**src/rtl/aes_word_packer.sv**
```systemverilog
`default_nettype none
// ============================================================================
// Module      : aes_word_packer
// Description : Word/block adapter in front of the AES core.
//               Pack side: pops NWORDS words from an upstream FWFT FIFO and
//               presents them as one WORD_W*NWORDS block, first word in the
//               least significant slot.
//               Unpack side: captures one core result and pushes it to the
//               readout FIFO one word at a time, lowest word first.
//               The two sides are independent and run concurrently.
// Ports       : clk_main_a0    - clock, all logic on its rising edge
//               rst_main_sync  - synchronous active-high reset
//               in_empty/in_dout/in_rd_en       - upstream FWFT FIFO
//               blk_valid/blk_data/blk_ready    - block towards the core
//               res_valid/res_data/res_ready    - result from the core
//               out_full/out_wr_en/out_din      - readout FIFO
//               blk_count/res_count             - wrapping block counters
//               busy                            - pack or unpack in progress
// Revision    : 1.0 - initial release
// ============================================================================
module aes_word_packer #(
  parameter int WORD_W = 32,
  parameter int NWORDS = 4
) (
  input  logic                       clk_main_a0,
  input  logic                       rst_main_sync,
  input  logic                       in_empty,
  input  logic [WORD_W-1:0]          in_dout,
  output logic                       in_rd_en,
  output logic                       blk_valid,
  output logic [WORD_W*NWORDS-1:0]   blk_data,
  input  logic                       blk_ready,
  input  logic                       res_valid,
  input  logic [WORD_W*NWORDS-1:0]   res_data,
  output logic                       res_ready,
  input  logic                       out_full,
  output logic                       out_wr_en,
  output logic [WORD_W-1:0]          out_din,
  output logic [31:0]                blk_count,
  output logic [31:0]                res_count,
  output logic                       busy
);

  localparam int c_blk_w = WORD_W * NWORDS;
  localparam int c_idx_w = (NWORDS > 1) ? $clog2(NWORDS) : 1;
  localparam logic [c_idx_w-1:0] c_last_idx = c_idx_w'(NWORDS - 1);
  localparam logic [c_idx_w-1:0] c_idx_one  = c_idx_w'(1);

  typedef enum logic [0:0] {
    PK_FILL = 1'b0,
    PK_HOLD = 1'b1
  } pk_state_t;

  typedef enum logic [0:0] {
    UN_IDLE  = 1'b0,
    UN_DRAIN = 1'b1
  } un_state_t;

  pk_state_t            r_pk_state;
  pk_state_t            w_pk_state_nxt;
  logic [c_idx_w-1:0]   r_pk_idx;
  logic [c_idx_w-1:0]   w_pk_idx_nxt;
  logic [c_blk_w-1:0]   r_blk_data;

  un_state_t            r_un_state;
  un_state_t            w_un_state_nxt;
  logic [c_idx_w-1:0]   r_un_idx;
  logic [c_idx_w-1:0]   w_un_idx_nxt;
  logic [c_blk_w-1:0]   r_res;
  logic [WORD_W-1:0]    w_res_words [NWORDS];

  logic                 r_busy;
  logic                 w_pop;
  logic                 w_blk_hs;
  logic                 w_cap;
  logic                 w_push;
  logic                 w_res_done;

  // Split the captured result into words so the drain mux is a plain
  // array index rather than a computed part-select.
  for (genvar gi = 0; gi < NWORDS; gi++) begin : g_res_word
    assign w_res_words[gi] = r_res[gi*WORD_W +: WORD_W];
  end

  // --------------------------------------------------------------------------
  // Next-state and combinational handshake outputs. The handshake outputs are
  // gated by reset so nothing is popped, pushed or accepted while in reset.
  // --------------------------------------------------------------------------
  always_comb begin
    w_pk_state_nxt = r_pk_state;
    w_pk_idx_nxt   = r_pk_idx;
    w_pop          = 1'b0;
    w_blk_hs       = 1'b0;
    w_un_state_nxt = r_un_state;
    w_un_idx_nxt   = r_un_idx;
    w_cap          = 1'b0;
    w_push         = 1'b0;
    w_res_done     = 1'b0;
    res_ready      = 1'b0;

    case (r_pk_state)
      PK_FILL: begin
        if (!in_empty && !rst_main_sync) begin
          w_pop        = 1'b1;
          w_pk_idx_nxt = r_pk_idx + c_idx_one;
          if (r_pk_idx == c_last_idx) begin
            w_pk_state_nxt = PK_HOLD;
            w_pk_idx_nxt   = '0;
          end
        end
      end
      PK_HOLD: begin
        if (blk_ready && !rst_main_sync) begin
          w_blk_hs       = 1'b1;
          w_pk_state_nxt = PK_FILL;
        end
      end
      default: w_pk_state_nxt = PK_FILL;
    endcase

    case (r_un_state)
      UN_IDLE: begin
        res_ready = !rst_main_sync;
        if (res_valid && !rst_main_sync) begin
          w_cap          = 1'b1;
          w_un_idx_nxt   = '0;
          w_un_state_nxt = UN_DRAIN;
        end
      end
      UN_DRAIN: begin
        if (!out_full && !rst_main_sync) begin
          w_push       = 1'b1;
          w_un_idx_nxt = r_un_idx + c_idx_one;
          if (r_un_idx == c_last_idx) begin
            w_res_done     = 1'b1;
            w_un_state_nxt = UN_IDLE;
            w_un_idx_nxt   = '0;
          end
        end
      end
      default: w_un_state_nxt = UN_IDLE;
    endcase

    in_rd_en  = w_pop;
    out_wr_en = w_push;
  end

  // --------------------------------------------------------------------------
  // State, datapath and counters. The counters are the output ports
  // themselves so there is exactly one register per count.
  // --------------------------------------------------------------------------
  always_ff @(posedge clk_main_a0) begin
    if (rst_main_sync) begin
      r_pk_state <= PK_FILL;
      r_pk_idx   <= '0;
      r_blk_data <= '0;
      r_un_state <= UN_IDLE;
      r_un_idx   <= '0;
      r_res      <= '0;
      r_busy     <= 1'b0;
      blk_count  <= 32'd0;
      res_count  <= 32'd0;
    end else begin
      r_pk_state <= w_pk_state_nxt;
      r_pk_idx   <= w_pk_idx_nxt;
      r_un_state <= w_un_state_nxt;
      r_un_idx   <= w_un_idx_nxt;

      for (int i = 0; i < NWORDS; i++) begin
        if (w_pop && (r_pk_idx == c_idx_w'(i))) begin
          r_blk_data[i*WORD_W +: WORD_W] <= in_dout;
        end
      end

      if (w_cap) begin
        r_res <= res_data;
      end

      if (w_blk_hs) begin
        blk_count <= blk_count + 32'd1;
      end

      if (w_res_done) begin
        res_count <= res_count + 32'd1;
      end

      // Registered from next-state values so busy lines up with the state
      // it describes instead of lagging it by a cycle.
      r_busy <= (w_pk_idx_nxt != '0) ||
                (w_pk_state_nxt == PK_HOLD) ||
                (w_un_state_nxt == UN_DRAIN);
    end
  end

  assign blk_valid = (r_pk_state == PK_HOLD);
  assign blk_data  = r_blk_data;
  assign out_din   = w_res_words[r_un_idx];
  assign busy      = r_busy;

endmodule
`default_nettype wire

```
**config.mk**
```make
export PLATFORM = sky130hd
export DESIGN_NAME = aes_word_packer
export DESIGN_NICKNAME = d
export VERILOG_FILES = /design/src/rtl/aes_word_packer.sv
export SDC_FILE = /design/constraint.sdc
export NUM_CORES = 1
export LEC_CHECK = 0
export BUFFER_PORTS_ARGS = -buffer_cell sky130_fd_sc_hd__buf_2
export CAP_MARGIN = 20
export CORE_MARGIN = 2
export CORE_UTILIZATION = 40
export DETAILED_ROUTE_END_ITERATION = 10
export PLACE_DENSITY = 0.67
export SETUP_SLACK_MARGIN = 0.15
export SYNTH_ARGS = -nofsm -noshare
export SYNTH_HDL_FRONTEND = slang
export SYNTH_SLANG_ARGS = --single-unit
```
**constraint.sdc**
```tcl
create_clock -name clk_main_a0 -period 2.1 [get_ports clk_main_a0]
set_clock_uncertainty 0.1 [all_clocks]
set_input_delay 0.315 -clock clk_main_a0 [delete_from_list [all_inputs] [get_ports clk_main_a0]]
set_output_delay 0.315 -clock clk_main_a0 [all_outputs]
set_load 0.05 [all_outputs]
```
==> impl_metrics.toml <==
[status]
status = "finished with violations"
violations = "setup timing"

[place]
placed_cell_area_um2 = 15700
dp.cells = 2298
dpl.hpwl_um = 25300
gp_congestion = 0.809
io_buffers = 394

[route]
wl_per_cell_um = 16.5
drt_first_pass_iters = 5
viasPerCell = 4.98
drt_iter0_drc = 729
vias = 12626
drtAntennaViolNets = 0
drc = 0
wl_um = 41900

[finish]
drive_above_1_share_pct = 28.3
design_area_um2 = 19000
post_layout_nonfiller_instances = 2537
postLayoutCoreUtil_pct = 58.7
syn_to_final_growth_pct = 45.6
finish.net_count = 2240

[worst_setup_path]
cp-start-kind = "register"
cp.arrival_ns = 1.88
required_ns = 1.68
crit_path_end_kind = "primary output"
critPathKind = "register to primary output"
cp_max_fo = 8

[synth]
async_reset_ff_share_pct = 0
synthCells = 1538
synth_fp_nets = 1711
ys_warn_count = 0
synth_ff_type = "dfxtp_1"
synth-seq-cells = 327
yosys.cell_types.count = 38
synthTopCellsByArea = "dfxtp_1 50%, nand2_1 12%, nand2b_1 6.2%"
ys_top_cells_by_count = "411 x nand2_1, 327 x dfxtp_1, 141 x a21oi_1"
synth_top_area_share_pct = 50.3
synth_edf_count = 0
synth-seq-area-share_pct = 50.3
synth_most_common_cell = "nand2_1"
synth_area_um2 = 13000
synth_top_area_cell = "dfxtp_1"
synth_area_per_cell_um2 = 8.47

[die]
die_area_um2 = 34000
ios = 395
die_w_um = 184
initial_core_util_pct = 40.3
die_h_um = 184
fp-row-count = 66
core-area_um2 = 32300

[timing]
slew_viol_final = 0
slew_headroom_pct = 45.8
tightest_slew_ns = 0.813
hold_viol = 0
fin_hold_ws_ns = 0.0156
setup_viol = 32
fmax_ghz = 0.436
fin_ws_ns = -0.192
rsz0062_at_grt = "true"
finalCriticalPeriod_ns = 2.29
post-route-period-util_pct = 109

[grt]
grt_max_degree = 175
track_usage_pct = 23.4
grt_pass1_wl_um = 63700
antenna_found_initial = 2
gr-total-overflow = 0
first_global_vias = 12182

[power]
leakage_nw = 7.59
p_per_area_nw_per_um2 = 764
vdd_ir_drop_max_v = 0.000566

[hold_path]
hold_class = "input port to register"

[clock_network]
htreeDepth = 2
cts_buffers = 36
cts_sinks = 327
cts-root-buf = "clkbuf_16"
cts_tree = "built"
clock_path_buffers = 3
clk_pin_slew_worst_paths_ns = 0.06
clock_latency_ns = 0.50

[job]
drv_cap = 0
-- metal layers --
| layer | wire length, um | vias up | share of wire (%) | global-route usage [%] |
|---|---|---|---|---|
| li1 | - | 6156 | - | - |
| met1 | 16800 | 5908 | 40 | 27.8 |
| met2 | 20100 | 457 | 48 | 39.6 |
| met3 | 3250 | 105 | 7.8 | 6.20 |
| met4 | 1730 | 0 | 4.1 | 10.5 |
| met5 | 0 | - | 0 | 0 |
-- power by group --
part           switching (W)  total, W  leakage [nW]  internal, W
clock network        0.00249   0.00624         0.575      0.00375
logic               0.000962   0.00170          4.33     0.000741
registers           0.000122   0.00653          2.69      0.00641
-- final cells by class --
cell class / count / area [um^2]
multi-input cells: 1091 / 6150
diodes: 2 / 5.00
flip-flops and latches: 327 / 6640
clock buffers: 60 / 1120
repair buffers: 601 / 4400
inverters: 10 / 37.5
fillers: 2751 / 13300
well taps: 442 / 553
clock inverters: 4 / 45.0
-- cells by family after synthesis --
family	Yosys count	synth area share, %
adder cells (fa/ha/maj)	7	0.673
XOR/XNOR	52	3.50
AO/OA/AOI/OAI	284	11.0
multiplexers	35	5.77
flip-flops	327	50.3
buffers and inverters	120	3.54
AND/OR/NAND/NOR	713	25.2
-- metrics by stage --
stage	setup WS, ns	TNS [ns]	power (W)
3_3_place_gp	0.0140	0	0.00795
3_5_place_dp	-0.0196	-0.0510	0.00798
2_1_floorplan	0.0565	0	0.00750
5_1_grt	-0.260	-6.94	0.0150
6_report	-0.192	-4.73	0.0145
4_1_cts	-0.241	-6.24	0.0145
-- state kept, by name, indices dropped and copies added (netlist names) --
signal / cells
blk_data: 128
r_res: 128
blk_count: 32
res_count: 32
r_pk_idx: 2
r_un_idx: 2
blk_valid: 1
busy: 1
r_un_state: 1
-- final timing paths --
check	cells after the start	from	end	slack, ns
worst max-delay path	4	r_un_idx[0]$_SDFFE_PP0P_	out_din[31]	-0.19
worst min-delay path	3	res_data[127]	r_res[127]$_SDFFE_PP0P_	0.02
worst max register to register	7	blk_count[1]$_SDFFE_PP0P_	blk_count[24]$_SDFFE_PP0P_	0.17
worst min register to register	2	blk_data[98]$_SDFFE_PP0P_	blk_data[98]$_SDFFE_PP0P_	0.35
-- worst max-delay path: stages, from the launching register on --
cell and delay, ns:
dfxtp_4 0.40, buf_6 0.12, buf_16 0.14, mux4_2 0.54, buf_12 0.18
-- placed cells by master, fill, tap and decap left out, drive strengths merged, types with 2 or more instances in the layout --
cell type / count
o21ai: 138
ha: 7
inv: 10
xor2: 9
mux4: 32
nand3: 23
nand2b: 130
nand2: 412
nand4: 10
a21oi: 141
and4: 10
nor2: 65
diode: 2
nor2b: 2
buf: 438
mux2i: 3
nor3: 17
and3: 2
and2: 7
or3: 11
nor4bb: 3
clkbuf: 64
nor4: 17
clkinv: 3
xnor2: 43
dfxtp: 327
dlygate4sd3: 159
-- timing repair --
action / in CTS / in global routing
gates cloned: 3 / 1
endpoints found under the hold margin: 249 / 0
pin swaps: 3 / 2
resized for setup: 73 / 21
setup buffers: 9 / 1
setup endpoints to repair: 51 / 63
hold buffers: 159 / 0
No activity file was read; power rests on OpenSTA's default activity.
